$ cat config.mk
export PLATFORM = sky130hd
export DESIGN_NAME = snic_net_tx_arbiter_flat
export DESIGN_NICKNAME = d
export VERILOG_FILES = /design/src/rtl/snic_net_tx_arbiter_if.sv /design/src/rtl/snic_net_tx_arbiter.sv /design/src/flat_wrapper.sv
export SDC_FILE = /design/constraint.sdc
export NUM_CORES = 1
export LEC_CHECK = 0
export CAP_MARGIN = 20
export CORE_AREA = 3 3 709 711
export DETAILED_ROUTE_END_ITERATION = 8
export DIE_AREA = 0 0 712 714
export HOLD_SLACK_MARGIN = 0.12
export PLACE_DENSITY = 0.31
export SKIP_LAST_GASP = 1
export SLEW_MARGIN = 30
export SYNTH_ARGS = -nofsm -noshare
export SYNTH_HDL_FRONTEND = slang
export SYNTH_SLANG_ARGS = --single-unit
$ cat constraint.sdc
create_clock -name clk_250mhz -period 3.3 [get_ports clk_250mhz]
set_input_delay 0.66 -clock clk_250mhz [delete_from_list [all_inputs] [get_ports clk_250mhz]]
set_output_delay 0.66 -clock clk_250mhz [all_outputs]
set_load 0.005 [all_outputs]
$ cat src/rtl/snic_net_tx_arbiter_if.sv
// ----------------------------------------------------------------------------
// snic_net_tx_arbiter_if
// 512-bit AXI-Stream style bundle used on both sides of the network TX arbiter.
//   data  : stream payload, DATA_WIDTH bits
//   keep  : byte enables, KEEP_WIDTH bits
//   last  : end of packet
//   dest  : source tag (only driven on the merged output)
//   valid : producer has a beat
//   ready : consumer takes the beat
// Modports: master = producer side, slave = consumer side (dest not carried).
// ----------------------------------------------------------------------------
interface snic_net_tx_arbiter_if #(
    parameter int unsigned DATA_WIDTH = 512,
    parameter int unsigned KEEP_WIDTH = DATA_WIDTH / 8
);
    logic [DATA_WIDTH-1:0] data;
    logic [KEEP_WIDTH-1:0] keep;
    logic                  last;
    logic                  dest;
    logic                  valid;
    logic                  ready;

    modport master (
        output data,
        output keep,
        output last,
        output dest,
        output valid,
        input  ready
    );

    modport slave (
        input  data,
        input  keep,
        input  last,
        input  valid,
        output ready
    );
endinterface

$ cat src/rtl/snic_net_tx_arbiter.sv
// ----------------------------------------------------------------------------
// snic_net_tx_arbiter
// Packet-atomic round-robin merge of two TX streams (s0 = TCP engine,
// s1 = endpoint bypass) onto the network TX port. Each output packet carries
// its source index on dest. Packets longer than MAX_FLITS beats are cut: the
// MAX_FLITS-th beat goes out with last forced high and the rest of the input
// packet is swallowed.
// Ports:
//   clk_250mhz, clk_250mhz_rst : clock, synchronous active-high reset
//   arb_enable                 : allow new grants (running packet always ends)
//   s0_axis, s1_axis           : input streams (slave modport)
//   m_axis_net_tx              : registered merged output (master modport)
//   pkt_cnt_0, pkt_cnt_1       : packets emitted per source (wrapping)
//   trunc_cnt                  : packets truncated (wrapping)
//   busy                       : a packet is being passed or dropped
// ----------------------------------------------------------------------------
module snic_net_tx_arbiter #(
    parameter int unsigned DATA_WIDTH = 512,
    parameter int unsigned KEEP_WIDTH = DATA_WIDTH / 8,
    parameter int unsigned MAX_FLITS  = 32,
    parameter int unsigned CNT_WIDTH  = 32
) (
    input  logic                 clk_250mhz,
    input  logic                 clk_250mhz_rst,
    input  logic                 arb_enable,
    snic_net_tx_arbiter_if.slave  s0_axis,
    snic_net_tx_arbiter_if.slave  s1_axis,
    snic_net_tx_arbiter_if.master m_axis_net_tx,
    output logic [CNT_WIDTH-1:0] pkt_cnt_0,
    output logic [CNT_WIDTH-1:0] pkt_cnt_1,
    output logic [CNT_WIDTH-1:0] trunc_cnt,
    output logic                 busy
);

    localparam int unsigned BeatW = $clog2(MAX_FLITS);
    localparam logic [BeatW-1:0] LastBeat = BeatW'(MAX_FLITS - 1);

    typedef enum logic [1:0] {StIdle, StPass, StDrop} state_e;

    state_e                 state_q, state_d;
    logic                   grant_q, grant_d;
    logic                   last_grant_q, last_grant_d;
    logic [BeatW-1:0]       beat_cnt_q, beat_cnt_d;
    logic [DATA_WIDTH-1:0]  m_data_q, m_data_d;
    logic [KEEP_WIDTH-1:0]  m_keep_q, m_keep_d;
    logic                   m_last_q, m_last_d;
    logic                   m_dest_q, m_dest_d;
    logic                   m_valid_q, m_valid_d;
    logic [CNT_WIDTH-1:0]   pkt_cnt_0_q, pkt_cnt_0_d;
    logic [CNT_WIDTH-1:0]   pkt_cnt_1_q, pkt_cnt_1_d;
    logic [CNT_WIDTH-1:0]   trunc_cnt_q, trunc_cnt_d;

    logic                   sel_valid;
    logic [DATA_WIDTH-1:0]  sel_data;
    logic [KEEP_WIDTH-1:0]  sel_keep;
    logic                   sel_last;
    logic                   sel_ready;
    logic                   accept;

    // Granted source view; only meaningful outside StIdle.
    always_comb begin
        sel_valid = grant_q ? s1_axis.valid : s0_axis.valid;
        sel_data  = grant_q ? s1_axis.data  : s0_axis.data;
        sel_keep  = grant_q ? s1_axis.keep  : s0_axis.keep;
        sel_last  = grant_q ? s1_axis.last  : s0_axis.last;
    end

    always_comb begin
        sel_ready = 1'b0;
        case (state_q)
            StPass:  sel_ready = !m_valid_q || m_axis_net_tx.ready;
            StDrop:  sel_ready = 1'b1;
            default: sel_ready = 1'b0;
        endcase
    end

    assign accept        = sel_valid && sel_ready;
    assign s0_axis.ready = sel_ready && !grant_q;
    assign s1_axis.ready = sel_ready && grant_q;

    always_comb begin
        state_d      = state_q;
        grant_d      = grant_q;
        last_grant_d = last_grant_q;
        beat_cnt_d   = beat_cnt_q;
        m_data_d     = m_data_q;
        m_keep_d     = m_keep_q;
        m_last_d     = m_last_q;
        m_dest_d     = m_dest_q;
        m_valid_d    = m_valid_q;
        pkt_cnt_0_d  = pkt_cnt_0_q;
        pkt_cnt_1_d  = pkt_cnt_1_q;
        trunc_cnt_d  = trunc_cnt_q;

        // Output slot drains independently of the FSM; a load below overrides.
        if (m_valid_q && m_axis_net_tx.ready) begin
            m_valid_d = 1'b0;
        end

        case (state_q)
            StIdle: begin
                if (arb_enable && (s0_axis.valid || s1_axis.valid)) begin
                    if (s0_axis.valid && s1_axis.valid) begin
                        grant_d = ~last_grant_q;
                    end else begin
                        grant_d = s1_axis.valid;
                    end
                    last_grant_d = grant_d;
                    beat_cnt_d   = '0;
                    state_d      = StPass;
                end
            end
            StPass: begin
                if (accept) begin
                    m_data_d   = sel_data;
                    m_keep_d   = sel_keep;
                    m_last_d   = sel_last;
                    m_dest_d   = grant_q;
                    m_valid_d  = 1'b1;
                    beat_cnt_d = beat_cnt_q + 1'b1;
                    if (sel_last || (beat_cnt_q == LastBeat)) begin
                        if (grant_q) begin
                            pkt_cnt_1_d = pkt_cnt_1_q + 1'b1;
                        end else begin
                            pkt_cnt_0_d = pkt_cnt_0_q + 1'b1;
                        end
                    end
                    if (sel_last) begin
                        state_d = StIdle;
                    end else if (beat_cnt_q == LastBeat) begin
                        // Runaway packet: close it on the wire, swallow the tail.
                        m_last_d    = 1'b1;
                        trunc_cnt_d = trunc_cnt_q + 1'b1;
                        state_d     = StDrop;
                    end
                end
            end
            StDrop: begin
                if (accept && sel_last) begin
                    state_d = StIdle;
                end
            end
            default: state_d = StIdle;
        endcase
    end

    always_ff @(posedge clk_250mhz) begin
        if (clk_250mhz_rst) begin
            state_q      <= StIdle;
            grant_q      <= 1'b0;
            last_grant_q <= 1'b1;  // source 0 wins the first tie
            beat_cnt_q   <= '0;
            m_data_q     <= '0;
            m_keep_q     <= '0;
            m_last_q     <= 1'b0;
            m_dest_q     <= 1'b0;
            m_valid_q    <= 1'b0;
            pkt_cnt_0_q  <= '0;
            pkt_cnt_1_q  <= '0;
            trunc_cnt_q  <= '0;
        end else begin
            state_q      <= state_d;
            grant_q      <= grant_d;
            last_grant_q <= last_grant_d;
            beat_cnt_q   <= beat_cnt_d;
            m_data_q     <= m_data_d;
            m_keep_q     <= m_keep_d;
            m_last_q     <= m_last_d;
            m_dest_q     <= m_dest_d;
            m_valid_q    <= m_valid_d;
            pkt_cnt_0_q  <= pkt_cnt_0_d;
            pkt_cnt_1_q  <= pkt_cnt_1_d;
            trunc_cnt_q  <= trunc_cnt_d;
        end
    end

    assign m_axis_net_tx.data  = m_data_q;
    assign m_axis_net_tx.keep  = m_keep_q;
    assign m_axis_net_tx.last  = m_last_q;
    assign m_axis_net_tx.dest  = m_dest_q;
    assign m_axis_net_tx.valid = m_valid_q;
    assign pkt_cnt_0           = pkt_cnt_0_q;
    assign pkt_cnt_1           = pkt_cnt_1_q;
    assign trunc_cnt           = trunc_cnt_q;
    assign busy                = (state_q != StIdle);

endmodule

$ cat src/flat_wrapper.sv
// flat-port wrapper written by rule: the top's interface ports become plain ports
module snic_net_tx_arbiter_flat 
#(
    parameter int unsigned DATA_WIDTH = 512,
    parameter int unsigned KEEP_WIDTH = DATA_WIDTH / 8,
    parameter int unsigned MAX_FLITS  = 32,
    parameter int unsigned CNT_WIDTH  = 32
)
  (clk_250mhz, clk_250mhz_rst, arb_enable, pkt_cnt_0, pkt_cnt_1, trunc_cnt, busy, s0_axis_data, s0_axis_keep, s0_axis_last, s0_axis_valid, s0_axis_ready, s1_axis_data, s1_axis_keep, s1_axis_last, s1_axis_valid, s1_axis_ready, m_axis_net_tx_data, m_axis_net_tx_keep, m_axis_net_tx_last, m_axis_net_tx_dest, m_axis_net_tx_valid, m_axis_net_tx_ready);
  snic_net_tx_arbiter_if #(.DATA_WIDTH(DATA_WIDTH), .KEEP_WIDTH(KEEP_WIDTH)) s0_axis_i ();
  snic_net_tx_arbiter_if #(.DATA_WIDTH(DATA_WIDTH), .KEEP_WIDTH(KEEP_WIDTH)) s1_axis_i ();
  snic_net_tx_arbiter_if #(.DATA_WIDTH(DATA_WIDTH), .KEEP_WIDTH(KEEP_WIDTH)) m_axis_net_tx_i ();
  input  logic clk_250mhz;
  input  logic clk_250mhz_rst;
  input  logic arb_enable;
  output logic [CNT_WIDTH-1:0] pkt_cnt_0;
  output logic [CNT_WIDTH-1:0] pkt_cnt_1;
  output logic [CNT_WIDTH-1:0] trunc_cnt;
  output logic busy;
  input wire logic [$bits(s0_axis_i.data)-1:0] s0_axis_data;
  input wire logic [$bits(s0_axis_i.keep)-1:0] s0_axis_keep;
  input wire logic [$bits(s0_axis_i.last)-1:0] s0_axis_last;
  input wire logic [$bits(s0_axis_i.valid)-1:0] s0_axis_valid;
  output wire logic [$bits(s0_axis_i.ready)-1:0] s0_axis_ready;
  input wire logic [$bits(s1_axis_i.data)-1:0] s1_axis_data;
  input wire logic [$bits(s1_axis_i.keep)-1:0] s1_axis_keep;
  input wire logic [$bits(s1_axis_i.last)-1:0] s1_axis_last;
  input wire logic [$bits(s1_axis_i.valid)-1:0] s1_axis_valid;
  output wire logic [$bits(s1_axis_i.ready)-1:0] s1_axis_ready;
  output wire logic [$bits(m_axis_net_tx_i.data)-1:0] m_axis_net_tx_data;
  output wire logic [$bits(m_axis_net_tx_i.keep)-1:0] m_axis_net_tx_keep;
  output wire logic [$bits(m_axis_net_tx_i.last)-1:0] m_axis_net_tx_last;
  output wire logic [$bits(m_axis_net_tx_i.dest)-1:0] m_axis_net_tx_dest;
  output wire logic [$bits(m_axis_net_tx_i.valid)-1:0] m_axis_net_tx_valid;
  input wire logic [$bits(m_axis_net_tx_i.ready)-1:0] m_axis_net_tx_ready;
  assign s0_axis_i.data = s0_axis_data;
  assign s0_axis_i.keep = s0_axis_keep;
  assign s0_axis_i.last = s0_axis_last;
  assign s0_axis_i.valid = s0_axis_valid;
  assign s0_axis_ready = s0_axis_i.ready;
  assign s1_axis_i.data = s1_axis_data;
  assign s1_axis_i.keep = s1_axis_keep;
  assign s1_axis_i.last = s1_axis_last;
  assign s1_axis_i.valid = s1_axis_valid;
  assign s1_axis_ready = s1_axis_i.ready;
  assign m_axis_net_tx_data = m_axis_net_tx_i.data;
  assign m_axis_net_tx_keep = m_axis_net_tx_i.keep;
  assign m_axis_net_tx_last = m_axis_net_tx_i.last;
  assign m_axis_net_tx_dest = m_axis_net_tx_i.dest;
  assign m_axis_net_tx_valid = m_axis_net_tx_i.valid;
  assign m_axis_net_tx_i.ready = m_axis_net_tx_ready;
  snic_net_tx_arbiter #(.DATA_WIDTH(DATA_WIDTH), .KEEP_WIDTH(KEEP_WIDTH), .MAX_FLITS(MAX_FLITS), .CNT_WIDTH(CNT_WIDTH)) u_core (.clk_250mhz(clk_250mhz), .clk_250mhz_rst(clk_250mhz_rst), .arb_enable(arb_enable), .s0_axis(s0_axis_i), .s1_axis(s1_axis_i), .m_axis_net_tx(m_axis_net_tx_i), .pkt_cnt_0(pkt_cnt_0), .pkt_cnt_1(pkt_cnt_1), .trunc_cnt(trunc_cnt), .busy(busy));
endmodule
# Word-level counts from Yosys, hierarchy flattened
# Index checks and enable logic that the tools add are counted.
dict set report totals {
  reg_bits 684
  in_bits 1160
  output_inout_bits 678
  wordCells 68
}
dict set report classes {
  add_sub_neg 4
  eq_ne 7
  muxes 20
  bitwise_logic 3
  reduce_logical 22
}
# op count
set ops {}
lappend ops {{$mux W512} 1}
lappend ops {{$add A32 B1 Y32 const B} 3}
lappend ops {{$mux W64} 1}
lappend ops {{$reduce_and A4 Y1} 4}
lappend ops {{$mux W2} 5}
lappend ops {{$mux W5} 2}
lappend ops {{$pmux W5 S2} 1}
lappend ops {{$mux W1} 8}
lappend ops {{$logic_and A1 B1 Y1} 7}
lappend ops {{$ne A2 B1 Y1 const B} 3}
lappend ops {{$pmux W2 S3} 1}
lappend ops {{$add A5 B1 Y5 const B} 1}
lappend ops {{$eq A5 B5 Y1 const B} 1}
lappend ops {{$reduce_and A2 Y1} 2}
lappend ops {{$reduce_bool A2 Y1} 2}
lappend ops {{$logic_or A1 B1 Y1} 3}
lappend ops {{$ne A3 B1 Y1 const B} 1}
lappend ops {{$not A1 Y1} 3}
lappend ops {{$reduce_and A3 Y1} 1}
lappend ops {{$eq A2 B1 Y1 const B} 1}
lappend ops {{$eq A2 B2 Y1 const B} 1}
lappend ops {{$logic_not A1 Y1} 2}
lappend ops {{$logic_not A2 Y1} 1}
lappend ops {{$pmux W1 S2} 1}

# Logic depth before layout (Yosys ltp)
dict set report logic_depth {
  depth_word 7
  ltp_mapped 12
  ltp_nobuf 8
}

# Least setup slack after synthesis
# No wires, ideal clock.
dict set report synth_timing {
  path_type {register to register}
  start {register u_core.state_q[0]}
  end {register u_core.m_data_q[254], in the netlist u_core.m_axis_net_tx.data[254]}
  setup_ns 0.137
  arrival_time_ns 2.291
  t_required_ns 3.163
  path_slack_ns 0.871
  path_stages_with_launch 12
  path_buffers 6
  period_less_slack_ns 2.429
  cell_sequence {dfxtp_1 inv_1 ha_1 buf_2 and2_1 clkbuf_1 and3_1 buf_2 clkbuf_1 clkbuf_1 clkbuf_1 a211oi_1}
}
dict set report synth_via {
  elab_chain_cells 4
  word_cells_on_any_way 5
  cone_classes {2 x eq/ne; 1 x mux; 2 x reduce/logical}
}
# item line
set synth_lines {}
lappend synth_lines {{start: declaration} snic_net_tx_arbiter.sv:40} ;# state_e state_q, state_d;
lappend synth_lines {{start signal: assignment} snic_net_tx_arbiter.sv:149} ;# state_q <= StIdle;
lappend synth_lines {{start signal: assignment} snic_net_tx_arbiter.sv:162} ;# state_q <= state_d;
lappend synth_lines {{$eq A2 B2 Y1 / $eq A2 B1 Y1 (equally long branches)} {snic_net_tx_arbiter.sv:70, snic_net_tx_arbiter.sv:100}}
lappend synth_lines {{$pmux W1 S2} snic_net_tx_arbiter.sv:70} ;# case (state_q)
lappend synth_lines {{$logic_and A1 B1 Y1} snic_net_tx_arbiter.sv:77} ;# assign accept = sel_valid && sel_ready;
lappend synth_lines {{$reduce_and A2 Y1 (no line) *} -}
lappend synth_lines {{end signal: assignment} snic_net_tx_arbiter.sv:166} ;# m_data_q <= m_data_d;
lappend synth_lines {{end: declaration} snic_net_tx_arbiter.sv:44} ;# logic [DATA_WIDTH-1:0] m_data_q, m_data_d;
# Every way passes the cells marked *; elsewhere a longest branch is shown, timed or not.
# A chain may end at the register's enable or synchronous reset.

# Worst setup path after layout
dict set report layout_timing {
  start {register u_core.state_q[0]}
  end {output port s1_axis_ready}
}
dict set report layout_via {
  elab_chain_cells 3
  word_cells_on_any_way 4
  cone_classes {2 x eq/ne; 1 x mux; 1 x reduce/logical}
}
# item line
set layout_lines {}
lappend layout_lines {{$eq A2 B2 Y1 / $eq A2 B1 Y1 (equally long branches)} snic_net_tx_arbiter.sv:70}
lappend layout_lines {{$pmux W1 S2 *} snic_net_tx_arbiter.sv:70}
lappend layout_lines {{$logic_and A1 B1 Y1 *} snic_net_tx_arbiter.sv:79} ;# assign s1_axis.ready = sel_ready && grant_q;
lappend layout_lines {{end: declaration} flat_wrapper.sv:29} ;# output wire logic [$bits(s1_axis_i.ready)-1:0] s1_axis_ready;
# Marked as above.

==> results.json <==
{
  "leakage_nw": 17.7,
  "p_total_w": 0.0296,
  "synth_warnings": 0,
  "layout_setup_ws_ps": 225,
  "synthToLayoutAreaGrowth_pct": 102,
  "synth_fa_ha_area_share_pct": 0.332,
  "synth_compound_area_share_pct": 16.1,
  "ys_seq_area_share_pct": 45.4,
  "start_util_pct": 6.06,
  "synth_cells": 3201,
  "drt-initial-drc-count": 2180,
  "io_buffers": 1837,
  "rr_endpoint": "u_core.pkt_cnt_1[13]$_SDFFE_PP0P_",
  "syn_nets": 4369,
  "seqCellArea_um2": 13700,
  "arrival_ps": 2420,
  "synth_cell_types": 53,
  "ctsRootBufferMaster": "clkbuf_16",
  "die_w_um": 712,
  "path_buf_inv": 3,
  "slowest_delay_ps": 360,
  "synth_edf_count": 0,
  "grt_pass1_vias": 33445,
  "drv_cap": 0,
  "ir_worst_vdd_mv": 0.377,
  "grt_use_total_pct": 15.3,
  "required_ps": 2640,
  "grt_pass1_wl_um": 482000,
  "rows": 259,
  "netlist.area_leader.share_pct": 45.4,
  "fin_crit_ps": 3080,
  "pin_count": 1838,
  "intPower_w": 0.0202,
  "synth_top_family_by_area": "multiplexers",
  "hold_ws_ps": 447,
  "slew_viol_final": 0,
  "rrSetupSlack_ps": 550,
  "hold_path_depth": 3,
  "min_to": "u_core.m_axis_net_tx.data[28]$_SDFFE_PP0P_",
  "post-route-period-util_pct": 93.2,
  "final_nets": 6174,
  "synth_simple_gate_area_share_pct": 13.0,
  "layout-drive-gt1-share_pct": 6.94,
  "crit_fanout": 3,
  "antenna_found_initial": 484,
  "yosys.area.top_type": "dfxtp_1",
  "criticalPathCategory": "reg2out",
  "switching_power_w": 0.00940,
  "via_per_inst": 2.98,
  "hold_class": "in2reg",
  "syn_area_um2": 30100,
  "die_y_um": 714,
  "vias": 35193,
  "cts.sinks": 684,
  "clock_latency_ps": 860,
  "synth-seq-cells": 684,
  "numCtsBuffers": 104,
  "status": "completed",
  "cts_tree": "done",
  "synthArstFlopShare_pct": 0,
  "yosys-mux-area-fraction_pct": 19.3,
  "wirelength_um": 407000,
  "final_hold_viol_count": 0,
  "cp_top_family": "buffers and inverters",
  "preCtsSetupSlack_ps": -9.67,
  "clk_pin_slew_ps": 60,
  "finClkSkew_ps": 91.5,
  "start_kind": "register",
  "end_kind": "output port",
  "dp.final_hpwl_um": 366000,
  "synth_xor_area_share_pct": 1.69,
  "comb_power_share_pct": 27.4,
  "fill_cells": 56875,
  "seqPwrFrac_pct": 32.5,
  "routabilityCongestion": 0.951,
  "synthTopCellsByArea": "dfxtp_1 (45%), mux2i_1 (19%), a211oi_1 (14%), nor2_1 (8.1%), clkbuf_1 (2.6%)",
  "dieArea_um2": 508000,
  "clkPwrFrac_pct": 40.2,
  "cpMaxStageDelayCell": "dfxtp_1",
  "cts_setup_buffers": 0,
  "rr_startpoint": "u_core.beat_cnt_q[0]$_SDFFE_PP0P_",
  "cts_buffer_depth": 4,
  "coreArea_um2": 497000,
  "multi_input_area_um2": 15200,
  "grt_max_degree": 100,
  "hold_start": "s0_axis_data[28]",
  "drtAntennaViolNets": 0,
  "worstPathCellList": "inv_1 > ha_2 > a21oi_2 > buf_12 > and3b_2 > dlygate4sd2_1",
  "worst_pin_slew_ps": 1110,
  "gr-total-overflow": 0,
  "synth_area_per_cell_um2": 9.42,
  "cts-htree-levels": 3,
  "drc": 0,
  "timing.fmax_mhz": 325,
  "powerDensity_nw_per_um2": 485,
  "wl_per_cell_um": 34.4,
  "sw_frac_of_total_pct": 31.8,
  "ys.flop_type": "dfxtp_1",
  "slew_headroom_pct": 26.0,
  "drt-pass1-iter-count": 5,
  "rsz0062_at_grt": "no",
  "reg2reg_depth": 9,
  "final-setup-viol-count": 0
}
==> Yosys cell counts, types with 11 or more instances <==
cell type	count
a21oi_1	44
nor4_1	25
nand2_1	45
xor2_1	20
and3_1	16
nand3_1	36
nor2_1	652
or4_1	11
a211oi_1	576
xnor2_1	38
or3_1	23
dfxtp_1	684
o21ai_0	27
clkbuf_1	205
nand4_1	27
and4_1	11
inv_1	21
buf_2	74
nor3_1	13
mux2i_1	577
==> final cells by class <==
| type | count | area share (%) |
|---|---|---|
| Inverter | 21 | 0.129 |
| Antenna cell | 91 | 0.374 |
| Tap cell | 6655 | 13.7 |
| Multi-Input combinational cell | 2212 | 25.0 |
| Clock buffer | 146 | 5.03 |
| Sequential cell | 684 | 22.5 |
| Timing Repair Buffer | 1983 | 32.6 |
| Clock inverter | 37 | 0.715 |
==> metal layers <==
metal | part of all wire (%) | vias up | global-route usage [%]
li1 | - | 15469 | -
met1 | 37 | 16534 | 16.5
met2 | 47 | 2088 | 26.1
met3 | 12 | 906 | 8.25
met4 | 3.2 | 196 | 3.98
met5 | 0.33 | - | 0
==> cells by family after synthesis <==
| group | after synthesis |
|---|---|
| buffers and inverters | 305 |
| AND/OR/NAND/NOR | 894 |
| AO/OA/AOI/OAI | 671 |
| XOR/XNOR | 58 |
| adder cells (fa/ha/maj) | 8 |
| multiplexers | 581 |
| flip-flops | 684 |
==> layout by cell type, fill, tap and decap left out, drive strengths merged, types with 8 or more instances in the layout <==
cell,count
inv,25
o21ai,27
clkinv,24
a21oi,44
xnor2,38
bufinv,8
dfxtp,684
clkdlybuf4s50,1818
clkbuf,146
a211oi,576
nand4,29
and3,16
nor4,26
diode,91
nor2,652
and4,11
xor2,20
ha,8
nand3,37
o31ai,10
nand2,45
or4,13
buf,163
or3,24
mux2i,578
nor3,13
==> worst reg2reg max path, cell delays in order (launching register included) <==
cell	delay [ps]
dfxtp_1	380
ha_1	220
and3_1	170
ha_1	210
buf_4	180
o21a_1	320
and4_1	650
nand4_1	210
xor2_1	220
nor2_1	60
==> metrics by stage <==
| step | util [%] | cell area [um2] | setup TNS, ps | std cells |
|---|---|---|---|---|
| after floorplan | - | 30100 | 0 | 3201 |
| after detailed placement | 11.5 | 57200 | -9.67 | 11555 |
| after global placement | 11.5 | 57200 | -61.5 | 11555 |
| final | 12.3 | 60900 | 0 | 11829 |
| after global routing | 12.2 | 60800 | 0 | 11769 |
| after CTS | 12.2 | 60700 | -25.6 | 11738 |
==> registers in the layout, indices dropped and copies added (netlist names) <==
name,count
u_core.trunc_cnt,32
u_core.m_axis_net_tx.keep,64
u_core.beat_cnt_q,5
u_core.pkt_cnt_1,32
u_core.m_axis_net_tx.data,512
u_core.m_axis_net_tx.dest,1
u_core.last_grant_q,1
u_core.grant_q,1
u_core.pkt_cnt_0,32
u_core.state_q,2
u_core.m_axis_net_tx.last,1
u_core.m_axis_net_tx.valid,1
==> worst max-delay path by stage <==
stage,from,to,slack [ps],cells after the start
after CTS,u_core.state_q[0]$_SDFFE_PP0P_,s1_axis_ready,-30,6
after global placement,m_axis_net_tx_ready,u_core.trunc_cnt[17]$_SDFFE_PP0P_,-40,9
after global routing,u_core.state_q[1]$_SDFFE_PP0P_,s1_axis_ready,30,6
after floorplan,u_core.state_q[0]$_SDFFE_PP0P_,u_core.m_axis_net_tx.data[254]$_SDFFE_PP0P_,870,11
final,u_core.state_q[0]$_SDFFE_PP0P_,s1_axis_ready,220,6
after detailed placement,m_axis_net_tx_ready,s1_axis_ready,-10,6
==> power by group through the flow <==
stage | Sequential (W) | Combinational [W] | Clock [W]
detailed placement | 0.00976 | 0.00826 | 0
global placement | 0.00975 | 0.00825 | 0
global route | 0.00969 | 0.00867 | 0.0126
finish | 0.00959 | 0.00809 | 0.0119
floorplan | 0.00973 | 0.00273 | 0
CTS | 0.00960 | 0.00831 | 0.0124
==> repair_timing <==
action                                  in CTS  in global routing
resized for setup                            7                  2
pin swaps                                    0                  1
gates cloned                                 0                  0
endpoints found under the setup margin       2                  1
hold buffers                                 0                  0
Power figures use the tool's default switching activity.
